===== src/rtl/alu_share_arb_pkg.sv =====
// Shared WISC definitions: opcode encodings, flag bit positions and the
// per-opcode flag write mask used by the ALU sharing arbiter.
package alu_share_arb_pkg;

   localparam logic [3:0] OP_ADD    = 4'b0000;
   localparam logic [3:0] OP_SUB    = 4'b0001;
   localparam logic [3:0] OP_XOR    = 4'b0010;
   localparam logic [3:0] OP_RED    = 4'b0011;
   localparam logic [3:0] OP_SLL    = 4'b0100;
   localparam logic [3:0] OP_SRA    = 4'b0101;
   localparam logic [3:0] OP_ROR    = 4'b0110;
   localparam logic [3:0] OP_PADDSB = 4'b0111;
   localparam logic [3:0] OP_LW     = 4'b1000;
   localparam logic [3:0] OP_SW     = 4'b1001;
   localparam logic [3:0] OP_LHB    = 4'b1010;
   localparam logic [3:0] OP_LLB    = 4'b1011;
   localparam logic [3:0] OP_B      = 4'b1100;
   localparam logic [3:0] OP_BR     = 4'b1101;
   localparam logic [3:0] OP_PCS    = 4'b1110;
   localparam logic [3:0] OP_HLT    = 4'b1111;

   localparam int FLAG_Z = 2;
   localparam int FLAG_V = 1;
   localparam int FLAG_N = 0;

   typedef enum logic [1:0] {
      S_IDLE = 2'd0,
      S_EXEC = 2'd1,
      S_RESP = 2'd2
   } state_t;

   // Which architectural flag bits an opcode is allowed to write.
   function automatic logic [2:0] flag_wr_mask(input logic [3:0] op);
      logic [2:0] m;
      m = '0;
      case (op)
         OP_ADD, OP_SUB:                 m = 3'b111;
         OP_XOR, OP_SLL, OP_SRA, OP_ROR: m[FLAG_Z] = 1'b1;
         default:                        m = '0;
      endcase
      return m;
   endfunction

endpackage


===== src/rtl/alu_share_arb_rr_arb2.sv =====
// Two-way round-robin arbiter: a lone requester wins outright, on conflict
// the requester that did not win last time is granted.
module rr_arb2 (
   input  logic [1:0] req,
   input  logic       last_grant,
   output logic [1:0] grant
);

   always_comb begin
      grant = req;
      if (req == 2'b11)
         grant = last_grant ? 2'b01 : 2'b10;
   end

endmodule


===== src/rtl/alu_share_arb.sv =====
// Shares one combinational WISC ALU between two requesters, returns a
// registered result per requester and owns the architectural Z/V/N flags.
//
// state  | meaning
// S_IDLE | waiting for a request; req_ready follows the arbiter grant
// S_EXEC | ALU driven from latched operands, result captured at cycle end
// S_RESP | response held on resp_valid[owner] until resp_ready[owner]
module alu_share_arb
   import alu_share_arb_pkg::*;
#(
   parameter int DATA_W   = 16,
   parameter int FLAG_REQ = 0
) (
   input  logic              clk,
   input  logic              rst,
   input  logic [1:0]        req_valid,
   output logic [1:0]        req_ready,
   input  logic [3:0]        req0_opcode,
   input  logic [3:0]        req1_opcode,
   input  logic [DATA_W-1:0] req0_in1,
   input  logic [DATA_W-1:0] req1_in1,
   input  logic [DATA_W-1:0] req0_in2,
   input  logic [DATA_W-1:0] req1_in2,
   output logic [DATA_W-1:0] alu_in1,
   output logic [DATA_W-1:0] alu_in2,
   output logic [3:0]        alu_opcode,
   input  logic [DATA_W-1:0] alu_out,
   input  logic [2:0]        alu_flag,
   output logic [1:0]        resp_valid,
   input  logic [1:0]        resp_ready,
   output logic [DATA_W-1:0] resp_data,
   output logic [2:0]        resp_flag,
   output logic [2:0]        flag_reg,
   output logic              busy
);

   localparam logic FLAG_OWNER = 1'(FLAG_REQ);

   state_t            state;
   logic              last_grant;
   logic [3:0]        op_q;
   logic [DATA_W-1:0] in1_q;
   logic [DATA_W-1:0] in2_q;
   logic [1:0]        grant;
   logic [2:0]        wr_mask;

   rr_arb2 u_arb (
      .req        (req_valid),
      .last_grant (last_grant),
      .grant      (grant)
   );

   // Ready is forced low during reset so nothing looks accepted then.
   assign req_ready  = (state == S_IDLE && !rst) ? grant : 2'b00;
   assign alu_in1    = in1_q;
   assign alu_in2    = in2_q;
   assign alu_opcode = op_q;
   assign busy       = (state != S_IDLE);
   assign wr_mask    = flag_wr_mask(op_q);

   // last_grant doubles as the owner of the in-flight operation.
   always_ff @(posedge clk or posedge rst) begin
      if (rst) begin
         state      <= S_IDLE;
         last_grant <= 1'b1;
         op_q       <= '0;
         in1_q      <= '0;
         in2_q      <= '0;
         resp_data  <= '0;
         resp_flag  <= '0;
         flag_reg   <= '0;
         resp_valid <= '0;
      end else begin
         case (state)
            S_IDLE: begin
               if (grant != 2'b00) begin
                  op_q       <= grant[1] ? req1_opcode : req0_opcode;
                  in1_q      <= grant[1] ? req1_in1    : req0_in1;
                  in2_q      <= grant[1] ? req1_in2    : req0_in2;
                  last_grant <= grant[1];
                  state      <= S_EXEC;
               end
            end
            S_EXEC: begin
               resp_data <= alu_out;
               resp_flag <= alu_flag;
               if (last_grant == FLAG_OWNER)
                  flag_reg <= (flag_reg & ~wr_mask) | (alu_flag & wr_mask);
               resp_valid <= last_grant ? 2'b10 : 2'b01;
               state      <= S_RESP;
            end
            S_RESP: begin
               if (resp_ready[last_grant]) begin
                  resp_valid <= 2'b00;
                  state      <= S_IDLE;
               end
            end
            default: begin
               resp_valid <= 2'b00;
               state      <= S_IDLE;
            end
         endcase
      end
   end

endmodule


===== config.mk =====
export PLATFORM = sky130hd
export DESIGN_NAME = alu_share_arb
export DESIGN_NICKNAME = d
export VERILOG_FILES = /design/src/rtl/alu_share_arb_pkg.sv /design/src/rtl/alu_share_arb_rr_arb2.sv /design/src/rtl/alu_share_arb.sv
export SDC_FILE = /design/constraint.sdc
export NUM_CORES = 1
export LEC_CHECK = 0
export CAP_MARGIN = 20
export CORE_ASPECT_RATIO = 0.6
export CORE_UTILIZATION = 39
export CTS_CLUSTER_DIAMETER = 150
export DETAILED_ROUTE_END_ITERATION = 8
export PLACE_DENSITY = 0.81
export SKIP_CTS_REPAIR_TIMING = 1
export SYNTH_ARGS = -nofsm -noshare
export SYNTH_HDL_FRONTEND = slang
export SYNTH_SLANG_ARGS = --single-unit

===== constraint.sdc =====
create_clock -name clk -period 4.4 [get_ports clk]
set_input_delay 1.32 -clock clk [delete_from_list [all_inputs] [get_ports clk]]
set_output_delay 1.32 -clock clk [all_outputs]
set_load 0.05 [all_outputs]

==> flow_summary.yaml <==
run_status:
  status: "completed"
pwr:
  p_int_mw: 2.262
  p_leak_nw: 1.967
  pwr-share-comb_pct: 58.8
  power_switching_mw: 1.863
  clkPwrFrac_pct: 15.6
  switching_share_pct: 45.17
  pwr-share-seq_pct: 25.6
  power_density_nw_per_um2: 852.6
  total_power_mw: 4.125
  ir_worst_vdd_mv: 0.5533
final_layout:
  final_area_um2: 4838
  syn_to_final_growth_pct: 67.19
  final_cells: 448
  antennaDiodeCount: 0
  nNetsFinal: 453
  fillers: 536
  drive_gt1_share_pct: 32.69
  post-route-util_pct: 70.05
synthesis:
  synth_flop_cell: "dfrtp_1"
  syn_area_um2: 2894
  synth_edf_count: 0
  synth-seq-cells: 63
  yosys_warnings: 0
  synth.net_count: 293
  ys_types: 27
  async_flop_share_pct: 100.0
  syn_area_per_cell_um2: 14.77
  syn_inst: 196
  ys_seq_area_share_pct: 54.52
placement:
  gp_congestion: 0.6862
  io_buffers: 159
  place_area_um2: 4561
  dp.final_hpwl_um: 5229
  place_inst: 432
sta:
  finalHoldViolCount: 0
  slew_headroom_pct: 38.42
  worstMarginPinSlew_ps: 923.6
  fin_skew_ps: 5.120
  grt_setup_unrepaired: "false"
  fin_tns_setup_ps: 0
  fin_crit_sh_pct: 87.14
  setup_violations: 0
  fmax_ghz: 0.2608
  finalMaxSlewViolations: 0
  fin_crit_ps: 3834
global_route:
  grt_pass1_vias: 2184
  grt_overflow: 0
  grt_max_degree: 64
  grt.total_usage_pct: 18.72
  grt_pass1_wl_um: 10970
  antenna_found_initial: 0
setup_path:
  worstPathArrival_ps: 2510
  endpoint_kind: "output port"
  worstSetupPathType: "primary input to output port"
  crit_path_start_kind: "primary input"
  cp.required_ps: 3080
  reg2regPathDepth: 3
  crit_path_max_fanout: 4
clock_network:
  cts_max_level: 3
  cts_tree: "built"
  cts.path.max_buffers: 2
  clockRootBuffer: "clkbuf_16"
  worstSkewPairLatency_ps: 320
  cts.sinks: 63
  cts_made_buffers: 9
  cts.clk_slew.worst_paths_ps: 50
routing:
  routed_wl_um: 7039
  via_count: 2189
  ant_nets: 0
  first_pass_iters: 4
  first_iter_violations: 48
  viasPerCell: 4.886
  route.detailed.drc: 0
  routedWlPerCell_um: 15.71
worst_hold_path:
  min_path_type: "register to register"
  hold_depth: 1
floorplanning:
  dieArea_um2: 7780
  rows: 23
  die_width_um: 113.2
  coreArea_um2: 6907
  die_y_um: 68.73
  io_pins: 160
  start_util_pct: 41.90
flow_run:
  cap_viol_max_count: 0
[worst paths after layout]
check | from | endpoint | slack, ps
worst max-delay path | req_valid[0] | req_ready[0] | 570
worst min-delay path | alu_in1[0] | alu_in1[0] | 500
worst max register to register | state[0] | alu_in1[9] | 2280
worst min register to register | alu_in1[0] | alu_in1[0] | 500
max in group asynchronous | rst | alu_in2[9] | 2230
min in group asynchronous | rst | resp_valid[0] | 1640
[layout by cell type (no fill, tap or decap), types with 2 or more instances in the layout]
cell type | synthesis | layout
clkbuf_1 | 1 | 2
nand2b_1 | 2 | 2
buf_4 | 3 | 3
clkinv_2 | 0 | 2
clkinvlp_4 | 0 | 2
nor2_1 | 2 | 2
o21a_1 | 3 | 2
o21ai_0 | 2 | 2
clkdlybuf4s50_1 | 0 | 157
clkbuf_16 | 0 | 9
mux2_2 | 92 | 92
mux2_4 | 2 | 2
dfrtp_1 | 62 | 62
inv_1 | 4 | 3
clkbuf_8 | 0 | 2
[cell usage after synthesis, types with 2 or more instances]
cell      number  share of area (%)
buf_4          3               0.78
mux2_2        92                 36
nand2b_1       2               0.43
nor2_1         2               0.26
o21ai_0        2               0.35
inv_1          4               0.52
dfrtp_1       62                 54
buf_2          7                1.2
o21a_1         3               0.78
mux2_4         2                1.0
[kinds of logic (layout without fill, tap and decap cells)]
group           after synthesis  count (layout)  synth area share [%]
simple gates                 10              10                 2.421
compound gates               12              12                 2.854
flops                        63              63                 54.52
mux                          95              95                 37.18
buf+inv                      16             181                 3.026
[per-stage QoR]
| step | hold slack, ps | setup slack [ps] |
|---|---|---|
| after floorplan | 536.9 | 311.9 |
| after global placement | 487.7 | 619.5 |
| after detailed placement | 493.0 | 552.6 |
| after CTS | 504.8 | 555.2 |
| after global routing | 513.7 | 518.2 |
| final | 499.7 | 565.9 |
[state kept, by name (all words and copies together) (netlist names), named ones only]
register,count
resp_valid,2
state,2
alu_in2,16
last_grant,1
resp_data,16
alu_in1,16
alu_opcode,4
resp_flag,3
[power groups by stage]
stage / sequential [mW] / combinational [mW] / clock, mW
CTS: 1.06 / 2.45 / 0.659
global placement: 1.05 / 2.42 / 0
floorplan: 2.03 / 0.674 / 0
detailed placement: 1.07 / 2.45 / 0
finish: 1.06 / 2.43 / 0.643
global route: 1.10 / 2.53 / 0.685
[cell type report]
type	instances	area, um^2	area share (%)
clock buffer	13	260.3	5.379
timing repair buffer	161	1614	33.36
tap	87	108.9	2.250
multi-input combinational	117	1241	25.65
clock inverter	3	17.52	0.3620
sequential	63	1578	32.61
inverter	4	18.77	0.3879
[critical path, stage by stage]
cell	delay, ps
clkdlybuf4s50_1	570
o21ai_0	140
nor3_1	290
buf_12	180
[metal layers]
metal  wire [um]  part of all wire, %  up-vias  GRT usage, %
met5           0                    0        -             0
met4          52                 0.74        0         6.414
met3         690                  9.8        6         7.255
met2        3154                   45      101         29.68
met1        3142                   45     1057         23.81
li1            -                    -     1025             -
Power figures use the tool's default switching activity.
